<file path="src/rtl/store_write_buffer_pkg.sv">
// Shared definitions for the post-retirement store write buffer:
// buffer geometry, index/state types and memory bus command encoding.
package store_write_buffer_pkg;

  localparam int WB_SIZE  = 4;
  localparam int WB_IDX_W = $clog2(WB_SIZE);

  typedef logic [WB_IDX_W-1:0] WB_IDX_T;

  typedef enum logic [1:0] {
    WB_IDLE = 2'd0,
    WB_SEND = 2'd1,
    WB_DONE = 2'd2
  } WB_STATE_T;

  typedef enum logic [1:0] {
    BUS_NONE  = 2'h0,
    BUS_LOAD  = 2'h1,
    BUS_STORE = 2'h2
  } BUS_COMMAND_T;

  // Circular index increment; WB_SIZE is a power of 2 so wrap is free.
  function automatic WB_IDX_T wb_idx_inc(input WB_IDX_T idx);
    return idx + WB_IDX_T'(1);
  endfunction

endpackage

</file>
<file path="src/rtl/store_write_buffer_fwd_match.sv">
// wb_fwd_match: picks the youngest requesting entry of the circular buffer.
// Requests are rotated so position 0 is the head (oldest); the highest set
// position is the youngest, which is then mapped back to a buffer index.
module wb_fwd_match
  import store_write_buffer_pkg::*;
(
  input  logic [WB_SIZE-1:0] i_req,
  input  WB_IDX_T            i_head,
  output logic               o_hit,
  output WB_IDX_T            o_idx
);

  logic [WB_SIZE-1:0] w_rot;
  WB_IDX_T            w_pos;

  // Rotate requests into age order: w_rot[k] is the entry k places after head.
  always_comb begin
    w_rot = '0;
    for (int k = 0; k < WB_SIZE; k++) begin
      w_rot[k] = i_req[i_head + WB_IDX_T'(k)];
    end
  end

  // Select the highest (youngest) set position and encode it.
  always_comb begin
    w_pos = '0;
    for (int k = 0; k < WB_SIZE; k++) begin
      if (w_rot[k]) w_pos = WB_IDX_T'(k);
    end
  end

  assign o_hit = |w_rot;
  assign o_idx = i_head + w_pos;

endmodule

</file>
<file path="src/rtl/store_write_buffer.sv">
// store_write_buffer: FIFO between the store queue head and the memory bus.
// Captures retiring stores, drains them oldest-first as BUS_STORE commands,
// and forwards data of retired-but-unwritten stores to loads.
// Optional feature: define WB_COALESCE_EN to merge a retiring store into a
// younger, non-head entry with the same address instead of allocating.
//
//  state   | meaning
//  --------+--------------------------------------------------------------
//  WB_IDLE | buffer empty, no flush pending
//  WB_SEND | entries held; head is issued whenever the arbiter grants
//  WB_DONE | drained while flush is high; flush_done asserted
module store_write_buffer
  import store_write_buffer_pkg::*;
(
  input  logic        i_clock,
  input  logic        i_reset,
  input  logic        i_rt_en,
  input  logic [31:0] i_rt_addr,
  input  logic [63:0] i_rt_data,
  input  logic        i_ld_rd_en,
  input  logic [31:0] i_ld_addr,
  input  logic        i_flush,
  input  logic        i_mem_gnt,
  input  logic [3:0]  i_mem2proc_response,
  output logic [1:0]  o_proc2mem_command,
  output logic [63:0] o_proc2mem_addr,
  output logic [63:0] o_proc2mem_data,
  output logic        o_wb_req,
  output logic [63:0] o_ld_data,
  output logic        o_ld_hit,
  output logic        o_full,
  output logic        o_empty,
  output logic        o_flush_done
);

  localparam logic [WB_IDX_W:0] LP_FULL_COUNT = (WB_IDX_W+1)'(WB_SIZE);

  logic [31:0]        r_addr [WB_SIZE];
  logic [63:0]        r_data [WB_SIZE];
  logic [WB_SIZE-1:0] r_valid;
  WB_IDX_T            r_head;
  WB_IDX_T            r_tail;
  logic [WB_IDX_W:0]  r_count;
  WB_STATE_T          r_state;

  logic               w_full;
  logic               w_empty;
  logic               w_send;
  logic               w_accept;
  logic               w_coal;
  logic               w_enq;
  logic [WB_IDX_W:0]  w_count_next;
  logic [WB_SIZE-1:0] w_fwd_req;
  logic               w_fwd_hit;
  WB_IDX_T            w_fwd_idx;
  logic               w_byp_hit;

  assign w_full   = (r_count == LP_FULL_COUNT);
  assign w_empty  = (r_count == '0);
  assign w_send   = (r_state == WB_SEND) && i_mem_gnt;
  assign w_accept = w_send && (i_mem2proc_response != 4'd0);

`ifdef WB_COALESCE_EN
  logic [WB_SIZE-1:0] w_coal_req;
  logic               w_coal_hit;
  WB_IDX_T            w_coal_idx;

  // Head is excluded: it may already be on the bus, so it must not change.
  always_comb begin
    w_coal_req = '0;
    for (int i = 0; i < WB_SIZE; i++) begin
      w_coal_req[i] = r_valid[i] && (r_addr[i] == i_rt_addr) && (WB_IDX_T'(i) != r_head);
    end
  end

  wb_fwd_match u_coal_match (
    .i_req  (w_coal_req),
    .i_head (r_head),
    .o_hit  (w_coal_hit),
    .o_idx  (w_coal_idx)
  );

  assign w_coal = i_rt_en && w_coal_hit;
`else
  assign w_coal = 1'b0;
`endif

  // A full buffer still accepts a retire when the head drains the same cycle.
  assign w_enq        = i_rt_en && !w_coal && (!w_full || w_accept);
  assign w_count_next = r_count + (WB_IDX_W+1)'(w_enq) - (WB_IDX_W+1)'(w_accept);

  // Entry storage, head/tail pointers and occupancy count.
  always_ff @(posedge i_clock) begin
    if (!i_reset) begin
      for (int i = 0; i < WB_SIZE; i++) begin
        r_addr[i] <= '0;
        r_data[i] <= '0;
      end
      r_valid <= '0;
      r_head  <= '0;
      r_tail  <= '0;
      r_count <= '0;
    end else begin
      if (w_accept) begin
        r_valid[r_head] <= 1'b0;
        r_head          <= wb_idx_inc(r_head);
      end
      // Placed after the dequeue so a same-slot free-then-fill keeps valid set.
      if (w_enq) begin
        r_addr[r_tail]  <= i_rt_addr;
        r_data[r_tail]  <= i_rt_data;
        r_valid[r_tail] <= 1'b1;
        r_tail          <= wb_idx_inc(r_tail);
      end
`ifdef WB_COALESCE_EN
      if (w_coal) begin
        r_data[w_coal_idx] <= i_rt_data;
      end
`endif
      r_count <= w_count_next;
    end
  end

  // Drain/flush state machine; looks at next occupancy so a retire is
  // issued on the very next cycle.
  always_ff @(posedge i_clock) begin
    if (!i_reset) begin
      r_state <= WB_IDLE;
    end else begin
      case (r_state)
        WB_IDLE: begin
          if (w_count_next != '0) r_state <= WB_SEND;
          else if (i_flush)       r_state <= WB_DONE;
        end
        WB_SEND: begin
          if (w_accept && (w_count_next == '0)) r_state <= i_flush ? WB_DONE : WB_IDLE;
        end
        WB_DONE: begin
          if (w_count_next != '0) r_state <= WB_SEND;
          else if (!i_flush)      r_state <= WB_IDLE;
        end
        default: r_state <= WB_IDLE;
      endcase
    end
  end

  // Load forwarding: buffered entries, plus the store entering this cycle.
  always_comb begin
    w_fwd_req = '0;
    for (int i = 0; i < WB_SIZE; i++) begin
      w_fwd_req[i] = r_valid[i] && (r_addr[i] == i_ld_addr);
    end
  end

  wb_fwd_match u_fwd_match (
    .i_req  (w_fwd_req),
    .i_head (r_head),
    .o_hit  (w_fwd_hit),
    .o_idx  (w_fwd_idx)
  );

  assign w_byp_hit = (w_enq || w_coal) && (i_rt_addr == i_ld_addr);

  // The bypassed store is youngest, so it wins over any buffered match.
  always_comb begin
    o_ld_hit  = 1'b0;
    o_ld_data = '0;
    if (i_ld_rd_en) begin
      if (w_byp_hit) begin
        o_ld_hit  = 1'b1;
        o_ld_data = i_rt_data;
      end else if (w_fwd_hit) begin
        o_ld_hit  = 1'b1;
        o_ld_data = r_data[w_fwd_idx];
      end
    end
  end

  assign o_proc2mem_command = w_send ? BUS_STORE : BUS_NONE;
  assign o_proc2mem_addr    = {32'b0, r_addr[r_head]};
  assign o_proc2mem_data    = r_data[r_head];
  assign o_wb_req           = !w_empty;
  assign o_full             = w_full;
  assign o_empty            = w_empty;
  assign o_flush_done       = (r_state == WB_DONE);

  a_no_retire_when_full : assert property (
    @(posedge i_clock) disable iff (!i_reset)
    !(i_rt_en && w_full && !w_accept && !w_coal)
  );

endmodule
</file>
<file path="config.mk">
export PLATFORM = sky130hd
export DESIGN_NAME = store_write_buffer
export DESIGN_NICKNAME = d
export VERILOG_FILES = /design/src/rtl/store_write_buffer_pkg.sv /design/src/rtl/store_write_buffer_fwd_match.sv /design/src/rtl/store_write_buffer.sv
export SDC_FILE = /design/constraint.sdc
export NUM_CORES = 1
export LEC_CHECK = 0
export BUFFER_PORTS_ARGS = -buffer_cell sky130_fd_sc_hd__buf_2
export CAP_MARGIN = 40
export CELL_PAD_IN_SITES_DETAIL_PLACEMENT = 1
export CELL_PAD_IN_SITES_GLOBAL_PLACEMENT = 1
export CORE_MARGIN = 2
export CORE_UTILIZATION = 48
export CTS_BUF_LIST = sky130_fd_sc_hd__clkbuf_2 sky130_fd_sc_hd__clkbuf_4 sky130_fd_sc_hd__clkbuf_8
export DETAILED_ROUTE_END_ITERATION = 16
export HOLD_SLACK_MARGIN = 0.06
export MAX_ROUTING_LAYER = met4
export PLACE_DENSITY = 0.82
export SLEW_MARGIN = 20
export SYNTH_ARGS = -nofsm -noshare
export SYNTH_HDL_FRONTEND = slang
export SYNTH_SLANG_ARGS = --single-unit
</file>
<file path="constraint.sdc">
create_clock -name i_clock -period 14.9 [get_ports i_clock]
set_clock_uncertainty 0.05 [all_clocks]
set_input_delay 2.98 -clock i_clock [delete_from_list [all_inputs] [get_ports i_clock]]
set_output_delay 2.98 -clock i_clock [all_outputs]
set_load 0.005 [all_outputs]
</file>
==> flow_summary.json, run 1 <==
{
  "arrival_ns": 8.00,
  "pin_count": 337,
  "drc_errors": 0,
  "drt-total-wl_um": 87500,
  "rsz0062_at_grt": "false",
  "layout-drive-gt1-share": 0.258,
  "syn_area_sq_mm": 0.0241,
  "ys_top_cells_by_count": "nand2_1 (393), edfxtp_1 (384), and2_1 (296)",
  "tritoncts": "built",
  "core_area_sq_mm": 0.0499,
  "synthTopCellsByArea": "edfxtp_1 (48%), mux4_2 (9.0%), and2_1 (7.7%)",
  "slew_headroom": 0.429,
  "holdPathEnd": "r_valid[0]",
  "dp_slack_ns": 3.53,
  "first_pass_iters": 5,
  "syn_avg_cell_area_sq_um": 11.2,
  "grtUsageMet3": 0.0843,
  "yosysTopAreaCell": "edfxtp_1",
  "start_util": 0.483,
  "status": "completed",
  "routedWlPerCell_um": 28.0,
  "grtUsageMet2": 0.547,
  "fin_crit_sh": 0.740,
  "worst-setup-path-type": "input pin to primary output",
  "maxCapViolCount": 0,
  "hp-class": "flip-flop to flip-flop",
  "tightest_slew_ns": 0.857,
  "setup-violations-final": 0,
  "overflow": 0,
  "crit_fanout": 58,
  "port_buffers": 303,
  "p_leak_nw": 10.9,
  "met1_usage": 0.407,
  "ir_drop_mv": 0.0749,
  "busiest_layer": "met2",
  "nets": 2525,
  "grt_first_pass_wirelength_um": 130000,
  "vias": 19600,
  "clk_path_buf_depth": 3,
  "period_needed_ns": 11.03,
  "max_freq_mhz": 90.7,
  "track_usage": 0.342,
  "rr_worst_depth": 9,
  "r2r_end": "r_data[1][18]",
  "hp-start": "r_valid[0]",
  "dieArea_sq_mm": 0.0520,
  "clk_pin_slew_worst_paths_ns": 0.06,
  "maxSlewViolCount": 0,
  "tns_ns": 0,
  "routabilityCongestion": 0.942,
  "numCtsBuffers": 75,
  "multi_input_area_sq_mm": 0.0113,
  "finalHoldViolCount": 0,
  "antenna_found_initial": 17,
  "hpwl_um": 54600,
  "endpoint_kind": "primary output",
  "drtAntennaViolNets": 0,
  "cts_setup_buffers": 0,
  "yosysTopAreaCellShare": 0.479,
  "n_fill_cell": 5406,
  "netlist-cell-type-count": 53,
  "grt_pass1_vias": 20800,
  "rows": 82,
  "ys_async_sr_fraction": 0,
  "powerDensity_mw_per_mm2": 128,
  "syn_to_final_growth_pct": 15.1,
  "h-tree-depth": 3,
  "yosysWarnings": 0,
  "syn_inst": 2158,
  "regArea_sq_mm": 0.0118,
  "fin_ws_ns": 3.87,
  "drt_iter0_drc": 1705,
  "regToRegSetupSlack_ns": 11.03,
  "cp-startpoint": "i_ld_addr[19]",
  "fp.dieH_um": 228,
  "synth.most_common_cell": "nand2_1",
  "startpoint_type": "input pin",
  "cts-root-buf": "clkbuf_8",
  "cts.sinks": 399,
  "synth_edf_count": 384,
  "ys_ff_latch": 399,
  "reg2reg_from": "r_state[0]",
  "via_per_inst": 6.28,
  "worstSkewPairLatency_ns": 0.66,
  "hold-path-cell-count": 2,
  "ys_seq_area_frac": 0.492,
  "dieWidth_um": 228,
  "grt_max_degree": 75,
  "ys.flop_type": "edfxtp_1",
  "cp.required_ns": 11.87,
  "ctsResizeCount": 0,
  "cts_hold_buf": 0
}
[state kept, by name (all words and copies together), names as in the netlist, named ones only]
| name | cells |
|---|---|
| r_data | 256 |
| r_addr | 128 |
| r_valid | 4 |
| r_count | 3 |
| r_head | 2 |
| r_state | 2 |
| r_tail | 2 |
[power breakdown]
part	total [mW]	internal, mW	switching, mW
clock	1.09	0.596	0.490
combinational	0.993	0.387	0.606
sequential	1.47	1.37	0.0994
[worst max path at each step]
| stage | end | cells after the start | slack (ns) |
|---|---|---|---|
| after floorplan | r_addr[3][0] | 4 | 3.20 |
| after global routing | o_ld_data[62] | 17 | 3.62 |
| final | o_ld_data[49] | 17 | 3.87 |
| after detailed placement | o_ld_data[62] | 17 | 3.53 |
| after CTS | o_ld_data[62] | 17 | 3.52 |
| after global placement | o_ld_data[39] | 16 | 3.52 |
[placed cells by master (no fill, tap or decap), types with 64 or more instances in the layout]
| cell type | count |
|---|---|
| and3_1 | 98 |
| mux4_2 | 96 |
| a211oi_1 | 64 |
| o21ai_0 | 66 |
| edfxtp_1 | 384 |
| buf_2 | 303 |
| clkbuf_8 | 84 |
| nand2_1 | 393 |
| nand4_1 | 78 |
| and2_1 | 294 |
| xor2_1 | 133 |
[final cells by class]
class / count / area share
clock inverter: 20 / 0.00388
timing repair buffer: 352 / 0.0789
sequential: 399 / 0.427
clock buffer: 111 / 0.0490
tap: 672 / 0.0303
multi-input combinational: 1540 / 0.408
inverter: 8 / 0.00117
antenna: 18 / 0.00163
[per-layer routing]
layer	up-vias	share of wire
li1	8333	-
met1	10000	0.38
met2	1027	0.49
met3	214	0.091
met4	0	0.041
met5	-	0
[through the flow]
stage | hold slack (ns) | instance area [sq um] | instances | utilization | total power, mW
floorplan | 0.437 | 24200 | 2190 | - | 2.03
detailed placement | 0.479 | 26100 | 2966 | 0.524 | 2.46
CTS | 0.508 | 27600 | 3097 | 0.553 | 3.54
finish | 0.505 | 27700 | 3120 | 0.556 | 3.55
global route | 0.564 | 27700 | 3119 | 0.556 | 3.66
global placement | 0.472 | 25700 | 2949 | 0.516 | 2.38
[worst max-delay path, stage by stage]
cell and delay, ns:
buf_2 0.16, xnor2_1 0.27, nand4_1 0.20, or4_4 0.59
nor4_4 0.52, nor2_1 0.08, a21oi_1 0.14, nor2_1 0.05
o31ai_1 0.38, ha_4 0.53, inv_4 0.38, nand3_4 0.15
buf_4 0.38, buf_12 0.31, and3_1 0.42, a221o_1 0.22
buf_2 0.17
[cell families (layout without fill, tap and decap cells)]
kind of cell    after synthesis  count (layout)  synth area share
fa+ha+maj                    11              11           0.00603
other cells                   1              51          0.000156
mux                          98              98            0.0907
compound gates              285             285            0.0964
xor+xnor                    164             164            0.0597
buf+inv                     251             491            0.0492
simple gates                949             949             0.206
flops                       399             399             0.492
(Power assumes the default switching activity.)
==> run 2, diff against run 1 <==
Settings changed: ABC_AREA set to 1, CORE_UTILIZATION 48 to 40, PLACE_DENSITY 0.82 to 0.78.
Clock period 14.9 ns to 9.43 ns, I/O delays scaled along.
==> run 2 against run 1 <==
- count of clock-buffer cells in the layout is 12 lower
- first-iteration DRC count rose by 20%
- flip-flop and latch count stayed put
- area after synthesis shrank 0.99%
- power up 85%
- synthesized cell count up 38%
- clock power increased by 59%
- die area grew 18%
- critical endpoint is now o_ld_data[31]
==> flow_summary.json, run 2 <==
{
  "status": "completed",
  "cp.required_ns": 7.49,
  "ys_async_sr_fraction": 0,
  "antenna_found_initial": 2,
  "tritoncts": "built",
  "synth_edf_count": 384,
  "clk_pin_slew_worst_paths_ns": 0.05,
  "vias": 22700,
  "overflow": 0,
  "fin_cells": 4039,
  "ir_drop_mv": 0.149,
  "drc_errors": 0,
  "first_pass_iters": 8,
  "routabilityCongestion": 1.06,
  "drtAntennaViolNets": 0,
  "layout_commonest_cell": "nor2_1",
  "cts_setup_buffers": 0,
  "switching_share": 0.403,
  "n_fill_cell": 7224,
  "crit_top_cell": "nand2_1",
  "grt_first_pass_wirelength_um": 147000,
  "syn_avg_cell_area_sq_um": 8.03,
  "endpoint_kind": "primary output",
  "synthTopCellsByArea": "edfxtp_1 (48%), nor2_1 (11%), nand2_1 (9.5%)",
  "crit_end": "o_ld_data[31]",
  "dieWidth_um": 248,
  "finalHoldViolCount": 0,
  "yosysTopAreaCell": "edfxtp_1",
  "dpl_cell_area_sq_mm": 0.0262,
  "p_leak_nw": 12.2,
  "yosysTopAreaCellShare": 0.484,
  "cp_cell_sequence": "buf_2, nand2_1, o21ai_0, nor2_1, nand2_1, nor2_1, nand2_1, nor2_1, nand3_1, nand3_1, nand2_1, nand2_1, nand3_1, ha_4, buf_12, mux2i_1, nand2_1, nand3_1, a21oi_1, buf_2",
  "powerDensity_mw_per_mm2": 237,
  "r2r_end": "r_data[0][18]",
  "hold-path-cell-count": 2,
  "yosysWarnings": 0,
  "reg2reg_from": "r_state[0]",
  "numCtsBuffers": 77,
  "startpoint_type": "input pin",
  "syn_inst": 2969,
  "pin_count": 337,
  "place_inst": 3907,
  "fin_total_pwr_mw": 6.55,
  "final_cell_mix": "nor2_1 (671), nand2_1 (596), edfxtp_1 (384)",
  "port_buffers": 303,
  "max_freq_mhz": 129,
  "dp_slack_ns": 1.76,
  "ys_ff_latch": 399,
  "p_int_mw": 3.91,
  "grt_pass1_vias": 23200,
  "regArea_sq_mm": 0.0118,
  "nets": 3362,
  "worst-setup-path-type": "input pin to primary output",
  "cts.sinks": 399,
  "fin_ws_ns": 1.69,
  "hpwl_um": 69600,
  "max_stage_delay_ns": 0.76,
  "tns_ns": 0,
  "largest_reg_flops": 256,
  "cp-startpoint": "i_ld_addr[31]",
  "syn_area_sq_mm": 0.0238,
  "cp.depth": 20,
  "pwr-share-clk": 0.264,
  "fin_area_sq_mm": 0.0277,
  "ys_top_cells_by_count": "nor2_1 (671), nand2_1 (604), edfxtp_1 (384)",
  "fin_crit_sh": 0.820,
  "hp-class": "flip-flop to flip-flop",
  "cts-root-buf": "clkbuf_8",
  "crit_family": "simple AND/OR/NAND/NOR gates",
  "rows": 89,
  "regToRegSetupSlack_ns": 3.72,
  "path_buf_inv": 3,
  "maxCapViolCount": 0,
  "worstSkewPairLatency_ns": 0.67,
  "rsz0062_at_grt": "false",
  "core_area_sq_mm": 0.0589,
  "arrival_ns": 5.80,
  "start_util": 0.405,
  "ys_seq_area_frac": 0.496,
  "ctsResizeCount": 0,
  "critPathSlowestCell": "ha_4",
  "rr_worst_depth": 11,
  "via_per_inst": 5.62,
  "crit_fanout": 44,
  "track_usage": 0.334,
  "fin_util": 0.470,
  "drt_iter0_drc": 2041,
  "reg_top3": "r_data (256), r_addr (128), r_valid (4)",
  "hold_ws_ns": 0.543,
  "maxSlewViolCount": 0,
  "setup-violations-final": 0,
  "comb_power_share": 0.370,
  "netlist-cell-type-count": 42,
  "routedWlPerCell_um": 25.1,
  "p_seq_frac": 0.366,
  "ys.flop_type": "edfxtp_1",
  "clk_path_buf_depth": 3,
  "cts_hold_buf": 0,
  "power.switching_mw": 2.64,
  "period_needed_ns": 7.74,
  "largest_register": "r_data",
  "dieArea_sq_mm": 0.0615,
  "grt_max_degree": 73,
  "syn_to_final_growth_pct": 16.1,
  "multi_input_area_sq_mm": 0.0103,
  "layout-drive-gt1-share": 0.152,
  "h-tree-depth": 3,
  "synth.most_common_cell": "nor2_1",
  "drt-total-wl_um": 102000,
  "slew_headroom": 0.402,
  "tightest_slew_ns": 0.897,
  "fp.dieH_um": 248
}
[run 2: routing by layer]
metal	vias up	global-route usage	share of wire
met5	-	-	0
met3	184	0.0378	0.062
met4	0	0.125	0.035
li1	10200	-	-
met1	11400	0.425	0.41
met2	924	0.551	0.49
[run 2: worst min-delay path, stage by stage, from the launching register on]
cell and delay (ns):
dfxtp_1 0.36, o211ai_1 0.11, a21oi_1 0.07
[run 2: worst min path at each step]
stage	slack (ns)	start	to
CTS	0.54	r_state[0]	r_state[0]
floorplan	0.44	r_valid[1]	r_valid[1]
detailed placement	0.50	r_state[0]	r_state[0]
global placement	0.48	r_state[0]	r_state[0]
global route	0.58	r_valid[0]	r_valid[0]
finish	0.54	r_state[0]	r_state[0]
[run 2: final cells by class]
class	count	area share
multi-input cells	2130	0.371
clock buffers	99	0.0452
flip-flops and latches	399	0.428
well taps	773	0.0350
diodes	3	0.000271
inverters	266	0.0364
clock inverters	30	0.00778
repair buffers	339	0.0764
[run 2: kinds of logic (layout without fill, tap and decap cells)]
family	Yosys count	in the layout	share of synthesized area
xor gates and xnor gates	50	50	0.0184
muxes	128	128	0.0538
adders and majority gates	11	11	0.00609
other	1	36	0.000157
DFF	399	399	0.496
buffers and inverters	472	734	0.0828
AOI/OAI and AO/OA	426	426	0.0953
and+or+nand+nor	1482	1482	0.247
[run 2: power by group through the flow]
stage / Sequential (mW) / Combinational [mW] / Clock (mW)
6_report: 2.39 / 2.42 / 1.73
3_5_place_dp: 2.42 / 2.40 / 0
4_1_cts: 2.39 / 2.41 / 1.76
3_3_place_gp: 2.42 / 2.24 / 0
2_1_floorplan: 2.37 / 1.35 / 0
5_1_grt: 2.41 / 2.62 / 1.83
==> run 3, diff against run 2 <==
Clock period 9.43 ns to 6.7 ns, I/O delays scaled along.
==> run 3 against run 2 <==
- setup slack worse by 1.2 ns
- final cell count is 0.17% higher
- via count is 0.83% higher
- worst hold slack worse by 0.018 ns
- critical path type unchanged
==> flow_summary.json, run 3 (same netlist as run 2, synthesis figures left out) <==
{
  "status": "completed",
  "track_usage": 0.334,
  "ctsResizeCount": 0,
  "slew_headroom": 0.425,
  "tritoncts": "built",
  "largest_register": "r_data",
  "numCtsBuffers": 74,
  "grt_pass1_vias": 23500,
  "core_area_sq_mm": 0.0589,
  "dieWidth_um": 248,
  "tightest_slew_ns": 0.863,
  "first_pass_iters": 5,
  "cts.sinks": 399,
  "layout-drive-gt1-share": 0.153,
  "start_util": 0.405,
  "setup-violations-final": 0,
  "cts_setup_buffers": 0,
  "powerDensity_mw_per_mm2": 329,
  "syn_to_final_growth_pct": 15.4,
  "endpoint_kind": "primary output",
  "fin_ws_ns": 0.537,
  "grtUsageMet3": 0.0511,
  "dieArea_sq_mm": 0.0615,
  "regToRegSetupSlack_ns": 2.59,
  "clk_path_buf_depth": 3,
  "grt_max_degree": 106,
  "port_buffers": 303,
  "grtUsageMet2": 0.552,
  "hpwl_um": 68700,
  "layout_commonest_cell": "nor2_1",
  "drt-total-wl_um": 101000,
  "place_inst": 3911,
  "met1_usage": 0.417,
  "routedWlPerCell_um": 25.1,
  "via_per_inst": 5.66,
  "dp_slack_ns": 0.585,
  "clk_pin_slew_worst_paths_ns": 0.06,
  "p_leak_nw": 12.1,
  "drt_iter0_drc": 1784,
  "cts-root-buf": "clkbuf_8",
  "maxSlewViolCount": 0,
  "grt_first_pass_wirelength_um": 148000,
  "max_freq_mhz": 162,
  "nets": 3364,
  "rsz0062_at_grt": "false",
  "vias": 22900,
  "busiest_layer": "met2",
  "fin_cells": 4046,
  "cp.required_ns": 5.31,
  "drtAntennaViolNets": 0,
  "crit_fanout": 58,
  "worst-setup-path-type": "input pin to primary output",
  "hold_ws_ns": 0.524,
  "largest_reg_flops": 256,
  "worstSkewPairLatency_ns": 0.67,
  "period_needed_ns": 6.16,
  "fin_crit_sh": 0.920,
  "hp-class": "flip-flop to flip-flop",
  "drc_errors": 0,
  "arrival_ns": 4.77,
  "h-tree-depth": 3,
  "maxCapViolCount": 0,
  "rows": 89,
  "fin_util": 0.467,
  "reg_top3": "r_data (256), r_addr (128), r_valid (4)",
  "ir_drop_mv": 0.180,
  "fp.dieH_um": 248,
  "cts_hold_buf": 0,
  "pin_count": 337,
  "overflow": 0,
  "antenna_found_initial": 8,
  "routabilityCongestion": 1.04,
  "tns_ns": 0,
  "final_cell_mix": "nor2_1 (671), nand2_1 (596), edfxtp_1 (384)",
  "finalHoldViolCount": 0,
  "startpoint_type": "input pin"
}
==> run 3: report_power, final <==
part / leakage (nW) / internal, mW / switching (mW) / total (mW)
registers: 4.10 / 3.13 / 0.245 / 3.37
clock network: 0.730 / 1.21 / 1.11 / 2.31
logic: 7.29 / 1.05 / 2.31 / 3.36
total: 12.1 / 5.39 / 3.66 / 9.05
==> run 3: final cells by class <==
class,instances,area (sq um)
multi-input combinational,2130,10200
antenna,8,20.0
inverter,266,1010
fill,7232,31400
timing repair buffer,344,2050
clock buffer,104,1260
tap,773,967
clock inverter,22,114
sequential,399,11800
==> run 3: final timing paths <==
kind                         to     startpoint  cells after the start
setup / recovery  o_ld_data[26]  i_ld_addr[26]                     21
hold / removal       r_state[0]     r_state[0]                      2
setup reg to reg   r_addr[0][9]     r_state[1]                     11
hold reg to reg      r_state[0]     r_state[0]                      2
==> run 3: metal layers <==
metal | routed length [um] | vias to the layer above | part of all wire
li1 | - | 10200 | -
met1 | 41400 | 11500 | 0.41
met2 | 49600 | 974 | 0.49
met3 | 7070 | 185 | 0.070
met4 | 3300 | 0 | 0.033
met5 | 0 | - | 0
==> run 3: metrics by stage <==
step           power [mW]  instance area [sq um]
2_1_floorplan        5.23                  24000
3_3_place_gp         6.60                  26000
3_5_place_dp         6.73                  26100
4_1_cts              9.05                  27400
5_1_grt              9.46                  27500
6_report             9.05                  27500
==> run 3: critical path, stage by stage <==
cell and delay, ns:
buf_2 0.24, inv_2 0.15, nand2_1 0.22, nand2_1 0.08, nor2_1 0.12, nand2_1 0.06
nor2_1 0.12, nand2_1 0.06, nor2_1 0.28, nand3_1 0.16, nand3_1 0.10, nand2_1 0.09
nand2_1 0.08, nand3_1 0.10, ha_4 0.34, buf_12 0.33, mux2i_1 0.30, nand3_1 0.13
nand3_1 0.12, a21oi_1 0.11, buf_2 0.17
